## config.mk

```make
export PLATFORM = sky130hd
export DESIGN_NAME = sync_fifo_level
export DESIGN_NICKNAME = d
export VERILOG_FILES = /design/src/rtl/sync_fifo_level.sv
export SDC_FILE = /design/constraint.sdc
export NUM_CORES = 1
export LEC_CHECK = 0
export ABC_AREA = 1
export ABC_CLOCK_PERIOD_IN_PS = 2800
export BUFFER_PORTS_ARGS = -buffer_cell sky130_fd_sc_hd__clkbuf_2
export CELL_PAD_IN_SITES_DETAIL_PLACEMENT = 0
export CELL_PAD_IN_SITES_GLOBAL_PLACEMENT = 1
export CORE_ASPECT_RATIO = 0.7
export CORE_MARGIN = 2
export CORE_UTILIZATION = 33
export DETAILED_ROUTE_END_ITERATION = 10
export HOLD_SLACK_MARGIN = 0.12
export PLACE_DENSITY = 0.64
export SLEW_MARGIN = 40
export SYNTH_ARGS = -nofsm -noshare
export SYNTH_HDL_FRONTEND = slang
export SYNTH_SLANG_ARGS = --single-unit
```

## constraint.sdc

```tcl
create_clock -name clk -period 2.8 [get_ports clk]
set_input_delay 0.7 -clock clk [delete_from_list [all_inputs] [get_ports clk]]
set_output_delay 0.7 -clock clk [all_outputs]
set_load 0.01 [all_outputs]
```

## src/rtl/sync_fifo_level.sv

```systemverilog
// sync_fifo_level: single-clock FIFO with exact fill level, programmable
// almost-full/almost-empty thresholds, overflow/underflow pulses, arbitrary
// (non power-of-two) depth and a selectable registered or first-word-fall-through
// read port. All flags decode from the registered level, so no request input
// has a combinational path to any status output.
module sync_fifo_level #(
   parameter int  DATA_WIDTH = 32,
   parameter int  DEPTH      = 16,
   parameter int  FWFT       = 0,
   parameter int  AF_THRESH  = DEPTH - 2,
   parameter int  AE_THRESH  = 2,
   localparam int LW         = $clog2(DEPTH + 1)
) (
   input  logic                  clk,
   input  logic                  rst,
   input  logic                  wr_en,
   input  logic [DATA_WIDTH-1:0] wr_data,
   output logic                  wr_full,
   output logic                  wr_almost_full,
   output logic                  overflow,
   input  logic                  rd_en,
   output logic [DATA_WIDTH-1:0] rd_data,
   output logic                  rd_valid,
   output logic                  rd_empty,
   output logic                  rd_almost_empty,
   output logic                  underflow,
   output logic [LW-1:0]         level
);

   localparam int PW = (DEPTH > 1) ? $clog2(DEPTH) : 1;

   localparam logic [PW-1:0] PTR_LAST = PW'(DEPTH - 1);
   localparam logic [LW-1:0] LVL_FULL = LW'(DEPTH);
   localparam logic [LW-1:0] LVL_AF   = LW'(AF_THRESH);
   localparam logic [LW-1:0] LVL_AE   = LW'(AE_THRESH);

   // Parameter legality is checked while elaborating, never at run time.
   if (DEPTH < 2) begin : g_bad_depth
      $error("sync_fifo_level: DEPTH must be at least 2");
   end
   if (AF_THRESH < 1 || AF_THRESH > DEPTH) begin : g_bad_af
      $error("sync_fifo_level: AF_THRESH must lie in 1..DEPTH");
   end
   if (AE_THRESH < 0 || AE_THRESH > DEPTH - 1) begin : g_bad_ae
      $error("sync_fifo_level: AE_THRESH must lie in 0..DEPTH-1");
   end
   if (FWFT != 0 && FWFT != 1) begin : g_bad_fwft
      $error("sync_fifo_level: FWFT must be 0 or 1");
   end

   logic [DATA_WIDTH-1:0] mem [DEPTH];
   logic [PW-1:0]         wr_ptr;
   logic [PW-1:0]         rd_ptr;
   logic                  wr_acc;
   logic                  rd_acc;

   // Pointers wrap explicitly at DEPTH-1 so any depth works.
   function automatic logic [PW-1:0] next_ptr(input logic [PW-1:0] p);
      return (p == PTR_LAST) ? '0 : p + PW'(1);
   endfunction

   // Status flags come straight from the level register.
   assign wr_full         = (level == LVL_FULL);
   assign wr_almost_full  = (level >= LVL_AF);
   assign rd_empty        = (level == '0);
   assign rd_almost_empty = (level <= LVL_AE);

   // At full a simultaneous read still goes through and the write is refused;
   // at empty the write goes through and the read is refused.
   assign wr_acc = wr_en && !wr_full;
   assign rd_acc = rd_en && !rd_empty;

   // Pointer, occupancy and error-pulse state.
   always_ff @(posedge clk or posedge rst) begin
      if (rst) begin
         wr_ptr    <= '0;
         rd_ptr    <= '0;
         level     <= '0;
         overflow  <= 1'b0;
         underflow <= 1'b0;
      end else begin
         overflow  <= wr_en && wr_full;
         underflow <= rd_en && rd_empty;
         if (wr_acc) begin
            wr_ptr <= next_ptr(wr_ptr);
         end
         if (rd_acc) begin
            rd_ptr <= next_ptr(rd_ptr);
         end
         case ({wr_acc, rd_acc})
            2'b10:   level <= level + LW'(1);
            2'b01:   level <= level - LW'(1);
            default: level <= level;
         endcase
      end
   end

   // Storage array; contents are deliberately left unreset.
   always_ff @(posedge clk) begin
      if (wr_acc) begin
         mem[wr_ptr] <= wr_data;
      end
   end

   if (FWFT != 0) begin : g_fwft
      // Head word is always presented; rd_en acts as the pop acknowledge.
      assign rd_data  = mem[rd_ptr];
      assign rd_valid = !rd_empty;
   end else begin : g_registered
      // Registered read: data and valid appear one edge after an accepted read.
      always_ff @(posedge clk or posedge rst) begin
         if (rst) begin
            rd_data  <= '0;
            rd_valid <= 1'b0;
         end else begin
            rd_valid <= rd_acc;
            if (rd_acc) begin
               rd_data <= mem[rd_ptr];
            end
         end
      end
   end

endmodule
```

; Word-level counts from Yosys, hierarchy flattened
; Memory sizes are Yosys's and may differ from the RTL's. A register that Yosys moved wholly into a read port is not among the register bits.
; Cells that the tools add are included.
[word_totals]
register_bits = 16
ramBits = 512
inputBits = 36
out_inout_bits = 44
elab_cells = 31
mem_count = 1
[classes]
add_sub_neg = 4
n_lt_le_gt_ge = 2
eq_ne = 5
n_mux = 5
n_reduce_logical = 8
[mem_list]
columns = name, depth, width, read_ports, rd_clocked_by_memory_dff, write_ports, line
row1 = mem, 16, 32, 1, 1, 1, 51  ; logic [DATA_WIDTH-1:0] mem [DEPTH];
[ops]
columns = op, count
row1 = case mux 5 bit (2 select lines), 1
row2 = adder 4 x 1 -> 4 bit (second input constant), 2
row3 = == test 4 bit (second input constant), 2
row4 = two-way mux 4 bit, 2
row5 = adder 5 x 1 -> 5 bit (second input constant), 1
row6 = == test 5 bit (second input constant), 1
row7 = greater-or-equal comparator 5 x 4 -> 1 bit (second input constant), 1
row8 = less-or-equal comparator 5 x 2 -> 1 bit (second input constant), 1
row9 = logical NOT 5 bit, 1
row10 = subtractor 5 x 1 -> 5 bit (second input constant), 1
row11 = logical AND 1 bit, 4
row12 = == test 2 x 1 -> 1 bit (second input constant), 1
row13 = == test 2 bit (second input constant), 1
row14 = logical NOT 1 bit, 2
row15 = two-way mux 1 bit, 2
row16 = nonzero test 2 bit, 1

; Logic depth before layout (Yosys ltp)
; Gate-level depths: netlist of run 1.
[logic_depth]
ltp_word = 5
ltp_mapped = 16
depth_no_buf = 15

; Worst setup path after synthesis of run 1
; Ideal clock, no wire load.
[synth_path]
path_kind = input port to flip-flop
from = input port wr_en
to = memory mem[0][0] (enable)
setup_ns = 0.421
t_arrival_ns = 2.438
required_ns = 2.379
path_slack_ns = -0.059
path_stages = 4
path_buffers = 0
path_cell_list = nand2_1 > inv_1 > nand2_1 > nor2_1
[synth_between]
elab_chain_len = 3
[synth_lines]
columns = element, line
row1 = start: declaration, 16  ; input logic wr_en,
row2 = logical AND 1 bit, 70  ; assign wr_acc = wr_en && !wr_full;
row3 = two-way mux 1 bit, 100  ; if (wr_acc) begin
row4 = two-way mux 1 bit (not written as such), 101  ; mem[wr_ptr] <= wr_data;
row5 = end: declaration, 51
; Every way passes these cells.

; Worst setup path in the final report of run 1
[layout_path]
from = register level[0]
to = register level[4]
[layout_between]
elab_chain_len = 5
elab_cells_between_ends = 12
cone_classes = add/sub: 2 / eq/ne: 3 / mux: 1 / reduce/logical: 6
[layout_lines]
columns = element, line
row1 = start: declaration, 27  ; output logic [LW-1:0] level
row2 = start signal: assignment, 91  ; 2'b10: level <= level + LW'(1);
row3 = start signal: assignment, 92  ; 2'b01: level <= level - LW'(1);
row4 = start signal: assignment, 93  ; default: level <= level;
row5 = == test 5 bit / logical NOT 5 bit (equally long branches), "63, 65"
row6 = "logical NOT 1 bit, on equally long branches", "70, 71"
row7 = "logical AND 1 bit, on equally long branches", "70, 71"
row8 = == test 2 x 1 -> 1 bit / == test 2 bit (equally long branches), 90  ; case ({wr_acc, rd_acc})
row9 = case mux 5 bit (2 select lines) / nonzero test 2 bit (equally long branches), n/a
; Several ways; a longest one is shown, not always the timed one.
; A chain may end at the register's enable or synchronous reset.

==> results of run 1 <==
worst paths after layout:
check / slack, ns / end
min in group asynchronous: 0.55 / rd_data[17]$_DFFE_PP0P_
setup / recovery: 0.33 / level[4]$_DFFE_PP0P_
hold reg to reg: 0.52 / rd_data[18]$_DFFE_PP0P_
setup reg to reg: 0.33 / level[4]$_DFFE_PP0P_
hold / removal: 0.30 / overflow$_DFF_PP0_
max in group asynchronous: 1.63 / rd_ptr[1]$_DFFE_PP0P_
cells in the mapped netlist:
cell type / number
sky130_fd_sc_hd__xor2_1: 5
sky130_fd_sc_hd__nand3_2: 1
sky130_fd_sc_hd__dfrtp_1: 48
sky130_fd_sc_hd__nand2_1: 638
sky130_fd_sc_hd__buf_8: 1
sky130_fd_sc_hd__buf_6: 25
sky130_fd_sc_hd__inv_4: 1
sky130_fd_sc_hd__buf_4: 6
sky130_fd_sc_hd__buf_2: 62
sky130_fd_sc_hd__nand3b_1: 1
sky130_fd_sc_hd__nand2_2: 1
sky130_fd_sc_hd__o21bai_1: 1
sky130_fd_sc_hd__inv_1: 343
sky130_fd_sc_hd__o21ai_0: 7
sky130_fd_sc_hd__edfxtp_1: 512
sky130_fd_sc_hd__nand3_1: 362
sky130_fd_sc_hd__a21boi_0: 1
sky130_fd_sc_hd__clkinv_1: 1
sky130_fd_sc_hd__a2111oi_0: 1
sky130_fd_sc_hd__clkbuf_1: 8
sky130_fd_sc_hd__a21oi_1: 65
sky130_fd_sc_hd__buf_1: 6
sky130_fd_sc_hd__o211ai_1: 1
sky130_fd_sc_hd__xnor2_1: 2
sky130_fd_sc_hd__nor2_1: 90
sky130_fd_sc_hd__nor3_1: 1
sky130_fd_sc_hd__inv_2: 2
sky130_fd_sc_hd__ha_1: 9
routing by layer:
metal	vias to the layer above	part of all wire (%)	GRT usage [%]
met5	-	0.018	0
met4	2	2.0	4.60
met3	70	4.1	2.70
met2	259	45	26.3
met1	7467	49	23.4
li1	7372	-	-
metrics by stage:
stage / hold slack [ns] / std cells / setup TNS (ns) / area [um^2] / utilization [%]
finish: 0.300 / 3295 / 0 / 27500 / 38.5
CTS: 0.265 / 3295 / 0 / 27500 / 38.5
global placement: 0.511 / 3191 / 0 / 25500 / 35.7
floorplan: 0.520 / 2201 / -22.73 / 23700 / -
detailed placement: 0.516 / 3191 / 0 / 25500 / 35.7
global route: 0.283 / 3295 / 0 / 27500 / 38.5
worst max-delay path: stages (launching register included):
cell,delay (ns)
sky130_fd_sc_hd__dfrtp_1,0.46
sky130_fd_sc_hd__nor2_1,0.20
sky130_fd_sc_hd__nand3_1,0.15
sky130_fd_sc_hd__nand2_1,0.30
sky130_fd_sc_hd__ha_1,0.34
sky130_fd_sc_hd__xor2_1,0.23
sky130_fd_sc_hd__ha_1,0.18
sky130_fd_sc_hd__inv_1,0.04
sky130_fd_sc_hd__nand2_1,0.09
sky130_fd_sc_hd__nand3_1,0.10
sky130_fd_sc_hd__nand3b_1,0.09
sky130_fd_sc_hd__nand2_1,0.05
sky130_fd_sc_hd__nand2_1,0.04
sky130_fd_sc_hd__o21ai_0,0.07
power by group through the flow:
stage	combinational, uW	clock [uW]	sequential, uW
CTS	8910	8180	10700
detailed placement	8860	0	10900
finish	8760	8010	10700
floorplan	5760	0	10900
global route	9800	8530	10800
global placement	8800	0	10800
sequential cells by signal, indices dropped and copies added (netlist names):
signal	cells
overflow	1
rd_data	32
mem	512
underflow	1
wr_ptr	4
rd_valid	1
level	5
rd_ptr	4
placed cells by master, fill, tap and decap left out, types with 9 or more instances in the layout:
cell type / count
sky130_fd_sc_hd__nand2_1: 637
sky130_fd_sc_hd__nor2_4: 16
sky130_fd_sc_hd__buf_12: 28
sky130_fd_sc_hd__ha_1: 9
sky130_fd_sc_hd__clkbuf_2: 79
sky130_fd_sc_hd__inv_1: 341
sky130_fd_sc_hd__dfrtp_1: 45
sky130_fd_sc_hd__bufinv_16: 11
sky130_fd_sc_hd__nand3_1: 362
sky130_fd_sc_hd__edfxtp_1: 512
sky130_fd_sc_hd__buf_4: 24
sky130_fd_sc_hd__a21oi_1: 65
sky130_fd_sc_hd__clkinv_1: 14
sky130_fd_sc_hd__nor2_1: 74
sky130_fd_sc_hd__clkbuf_16: 56
area by class of cell:
cell class              instances  area [um^2]  share of cell area [%]
multi-input cells            1186         5260                    19.2
clock inverters                38          478                    1.74
repair buffers                133         1160                    4.21
flip-flops and latches        560        16600                    60.4
inverters                     347         1310                    4.78
well taps                     966         1210                    4.40
clock buffers                  65         1470                    5.33
timing repair:
action / in CTS / in global routing
gates resized for setup: 0 / 0
endpoints found under the hold margin: 7 / 0
hold buffers: 1 / 0
kinds of logic (layout without fill, tap and decap cells):
family                   after synthesis  after routing  share of synthesized area, %
XOR/XNOR                               7              7                         0.258
adder cells (fa/ha/maj)                9              9                         0.475
AND/OR/NAND/NOR                     1094           1094                          19.3
buffers and inverters                455            583                          8.47
AO/OA/AOI/OAI                         76             76                          1.65
flip-flops                           560            560                          69.9
==> metrics.txt, run 1 <==
Cell Int Power=between 15000 and 20000 uW; post-synthesis sequential element count=560; vertical extent of the die=approximately 230 um; startpoint of the worst-slack reg-to-reg timing path=level[0]$_DFFE_PP0P_; required arrival time at the worst endpoint=3.29 ns; status=finished clean; Hold Path Stages=3; Power, Total=27500 uW; number of distinct library cell variants in the gate-level netlist after synthesis=28; worst clock skew=0.0225 ns; fraction of power consumed by sequential logic=38.9%; Max Fclk=405 MHz; critical path endpoint category=register; Cells after Synth=2201; Cell Pwr Density=roughly 1000 mW/mm^2; top cells by area, synth=sky130_fd_sc_hd__edfxtp_1, sky130_fd_sc_hd__nand2_1, sky130_fd_sc_hd__nand3_1; drt pass-1 iters=5; launch point of the critical path=level[0]$_DFFE_PP0P_; cell depth of the worst flop-to-flop path=13; worst min-delay path category=primary input to register; effective utilization at floorplan=around a third; HPWL after detailed placement=33000 um; final weighted congestion in routability-driven placement=roughly 0.76; type of origin of the critical path=register; setup repair after global routing missed its margin=no; NumNets Final=around 2300; pin count of the biggest net entering global routing=131; Iteration-0 DRC Markers=1205; dominant cell type by area after synthesis=sky130_fd_sc_hd__edfxtp_1; first-pass GRT wire length=94100 um; nets in the synthesized netlist=2246; Hold Violations, Final=0; cell area after technology mapping=0.0237 mm^2; number of vias per cell after detailed routing=about 4.6; WP data arrival=between 2 and 3 ns; number of post-CTS setup repair buffers=0; startpoint of the lowest-slack hold path=wr_en; final setup slack of the worst path=roughly 0.33 ns; number of antenna violations at the first check in global routing=2; critical path class=register to register; leakage power figure=between 0.01 and 0.015 uW; Antenna diodes=0; Clock transition at path regs=0.06 ns; final setup violation count=0; remaining routing DRC violations=0; clock tree root buffer cell=sky130_fd_sc_hd__clkbuf_16; Seq/Total Area, Yosys=69.9%; port bufs=79; Worst Path Max Fanout=6; Filler Cells Inserted=6938; boundary pin count=80; H-tree depth reported by CTS=2; maximum vdd drop=about 0.88 mV; post-detailed-routing wire length=between 60000 and 70000 um; fraction of power consumed by combinational cells=31.9%; Die ar.=between 0.07 and 0.08 mm^2; Vias=15200; slew at the pin closest to its max-slew limit=0.770 ns; clock group share of total power=29.2%; residual antenna-violating net count after detailed routing=0; leftover overflow at the end of global routing=0; maximum capacitance violations=0; relative max-transition margin=around 50%; final worst path period need=about 2.5 ns; TritonCTS clock tree=done; portion of synthesized cell area occupied by the leading cell type=about 65%; period utilization=88.3%; final-report max-slew violation count=0; share of cells above drive strength 1=10.4%; die width=between 300 and 400 um; global-route usage over all layers=between 15 and 20%; total net switching power=9860 uW; Clock Sink Count=560; clock tree buffer depth=3; Core Area=0.0714 mm^2; synthesized area divided by synthesized cell count=10.8 um^2; count of standard-cell rows=82; number of warnings printed during yosys synthesis=0; number of CTS-inserted buffers=55; Worst-Skew Late Latency=between 0.6 and 0.7 ns; average routed wire per standard cell=18.5 um; synth-to-layout area growth=15.8%; Place WS=about 0.36 ns; switching power share of the total=35.9%; number of global-route vias before repair=15200
No activity file was read; power rests on OpenSTA's default activity.
==> run 2, diff against run 1 <==
--- a/config.mk
+++ b/config.mk
@@ -8,14 +8,12 @@
 export ABC_AREA = 1
 export ABC_CLOCK_PERIOD_IN_PS = 2800
 export BUFFER_PORTS_ARGS = -buffer_cell sky130_fd_sc_hd__clkbuf_2
-export CELL_PAD_IN_SITES_DETAIL_PLACEMENT = 0
-export CELL_PAD_IN_SITES_GLOBAL_PLACEMENT = 1
 export CORE_ASPECT_RATIO = 0.7
 export CORE_MARGIN = 2
 export CORE_UTILIZATION = 33
 export DETAILED_ROUTE_END_ITERATION = 10
 export HOLD_SLACK_MARGIN = 0.12
-export PLACE_DENSITY = 0.64
+export PLACE_DENSITY = 0.54
 export SLEW_MARGIN = 40
 export SYNTH_ARGS = -nofsm -noshare
 export SYNTH_HDL_FRONTEND = slang
==> run 2 against run 1 <==
  * Clock skew increased by 0.014 ns
  * Via count increased by 2.1%
  * First-iteration DRC count increased by 23%
  * Register-to-register slack improved by 0.04 ns
  * Die area unchanged
  * Global-route usage increased by 0.20 points
  * Highest routed layer is now met4
  * Sequential share of layout area increased by 0.42 points
  * Fmax increased by 1.5%
  * Cell area decreased by 0.69%
  * Final cell count about the same
  * Utilization decreased by 0.27 points
  * Critical endpoint unchanged
  * Sequential power about the same
==> metrics.txt, run 2 (same netlist as run 1, synthesis figures left out) <==
flop-to-flop setup slack=between 0.3 and 0.4 ns; global-route met3 utilization=2.66%; Die ar.=approximately 0.074 mm^2; startpoint of the worst-slack reg-to-reg timing path=level[0]$_DFFE_PP0P_; clock tree root buffer cell=sky130_fd_sc_hd__clkbuf_16; critical path endpoint category=register; first-pass GRT wire length=94700 um; Buf/Inv on CP=2; maximum vdd drop=approximately 0.74 mV; synth-to-layout area growth=15.0%; period utilization=87.0%; count of standard-cell rows=82; type of origin of the critical path=register; average routed wire per standard cell=19.0 um; setup TNS after final layout=0 ns; number of global-route vias before repair=between 10000 and 15000; cell depth of the worst flop-to-flop path=14; most frequent cells in the layout=sky130_fd_sc_hd__nand2_1, sky130_fd_sc_hd__edfxtp_1, sky130_fd_sc_hd__nand3_1; global-route usage over all layers=16.7%; Vias=15500; HPWL after detailed placement=35700 um; Hold Violations, Final=0; Worst Path Max Fanout=6; slew at the pin closest to its max-slew limit=~0.8 ns; Worst-Skew Late Latency=approximately 0.64 ns; H-tree depth reported by CTS=2; Filler Cells Inserted=6973; met1 track demand over resource=24.4%; final setup violation count=0; kind of cell adding the most delay to the critical path=simple AND/OR/NAND/NOR gates; maximum capacitance violations=0; Iteration-0 DRC Markers=1488; effective utilization at floorplan=33.2%; cell breakdown of the critical path=nor2_1 > nand3_2 > nand2_2 > clkinv_2 > ha_1 > xor2_1 > ha_1 > inv_1 > nand2_1 > nand3_1 > nand3b_1 > nand2_1 > nand2_1 > o21ai_0; vertical extent of the die=228 um; Crit Reg-Reg Endpoint=level[4]$_DFFE_PP0P_; port bufs=79; Cell Pwr Density=988 mW/mm^2; WP data arrival=2.91 ns; clock tree buffer depth=3; die width=324 um; Clock transition at path regs=0.06 ns; share of cells above drive strength 1=10.5%; relative max-transition margin=47.6%; boundary pin count=80; worst clock skew=0.0360 ns; setup repair after global routing missed its margin=no; TritonCTS clock tree=done; biggest regs=mem (512), rd_data (32), level (5); top register by number of flip-flops=mem; global route hottest layer=met2; Antenna diodes=0; post-detailed-routing wire length=62600 um; standard cell with the maximum stage delay on the critical path=sky130_fd_sc_hd__dfrtp_1; post-cts resize count=0; Largest stage delay, worst path=approximately 0.46 ns; final weighted congestion in routability-driven placement=0.775; number of CTS-inserted buffers=55; Power, Total=27000 uW; hold-fix buffers at CTS=0; most common cell type on the critical path=sky130_fd_sc_hd__nand2_1; number of vias per cell after detailed routing=4.70; remaining routing DRC violations=0; worst min-delay path category=primary input to asynchronous set/reset pin; NumNets Final=between 2000 and 2500; number of antenna violations at the first check in global routing=1; fin util=between 30% and 40%; leading cell type in the layout, fill and taps excluded=sky130_fd_sc_hd__nand2_1; Place WS=between 0.4 and 0.5 ns; final-report max-slew violation count=0; Clock Sink Count=560; Max Fclk=411 MHz; number of post-CTS setup repair buffers=0; required arrival time at the worst endpoint=3.28 ns; critical path class=register to register; drt pass-1 iters=5; met2 track demand over resource in global routing=26.3%; status=finished clean; leakage power figure=0.0112 uW; final hold slack=0.160 ns; final worst path period need=between 2 and 2.5 ns; flip-flop count of the largest register, all copies and words added=512; residual antenna-violating net count after detailed routing=0; pin count of the biggest net entering global routing=144; Core Area=~0.071 mm^2; leftover overflow at the end of global routing=0; final setup slack of the worst path=0.364 ns
==> run 2: cell types whose count changed in the layout (fill, tap and decap cells not counted), moves of 4 or more <==
cell / change
sky130_fd_sc_hd__buf_12: -4
sky130_fd_sc_hd__bufinv_16: -7
sky130_fd_sc_hd__clkinv_1: -7
sky130_fd_sc_hd__clkinv_2: +5
sky130_fd_sc_hd__clkbuf_1: +9
sky130_fd_sc_hd__buf_4: +7
==> run 2: worst max-delay path by stage <==
stage,start,end,slack (ns),cells after the start
after floorplan,wr_en,mem[0][0]$_DFFE_PP_,-0.06,4
after global placement,rd_en,level[4]$_DFFE_PP0P_,0.45,14
after detailed placement,rd_en,level[4]$_DFFE_PP0P_,0.42,13
after CTS,level[1]$_DFFE_PP0P_,rd_almost_empty,0.36,2
after global routing,level[1]$_DFFE_PP0P_,level[4]$_DFFE_PP0P_,0.12,15
final,level[0]$_DFFE_PP0P_,level[4]$_DFFE_PP0P_,0.36,14
==> run 2: where the power goes <==
part	switching [uW]	internal (uW)	leakage [uW]	total [uW]
clock	3300	4110	0.000872	7410
combinational	6210	2590	0.00514	8810
sequential	502	10200	0.00518	10700
==> run 2: routing by layer <==
layer	wire length, um	vias up
met5	0	-
met1	29600	7603
met3	3570	91
met4	1250	0
met2	28200	426
li1	-	7366
==> run 2: final cells by class <==
cell class              count  area, um^2  share of cell area (%)
flip-flops and latches    560       16600                    60.8
multi-input cells        1186        5260                    19.3
clock buffers              73        1470                    5.40
inverters                 347        1310                    4.81
well taps                 966        1210                    4.43
repair buffers            135        1120                    4.11
clock inverters            30         319                    1.17
==> run 2: per-stage QoR <==
| stage | instance area [um^2] | std cells |
|---|---|---|
| final | 27300 | 3297 |
| after global placement | 25500 | 3194 |
| after CTS | 27300 | 3297 |
| after global routing | 27300 | 3297 |
| after detailed placement | 25500 | 3194 |
| after floorplan | 23700 | 2201 |
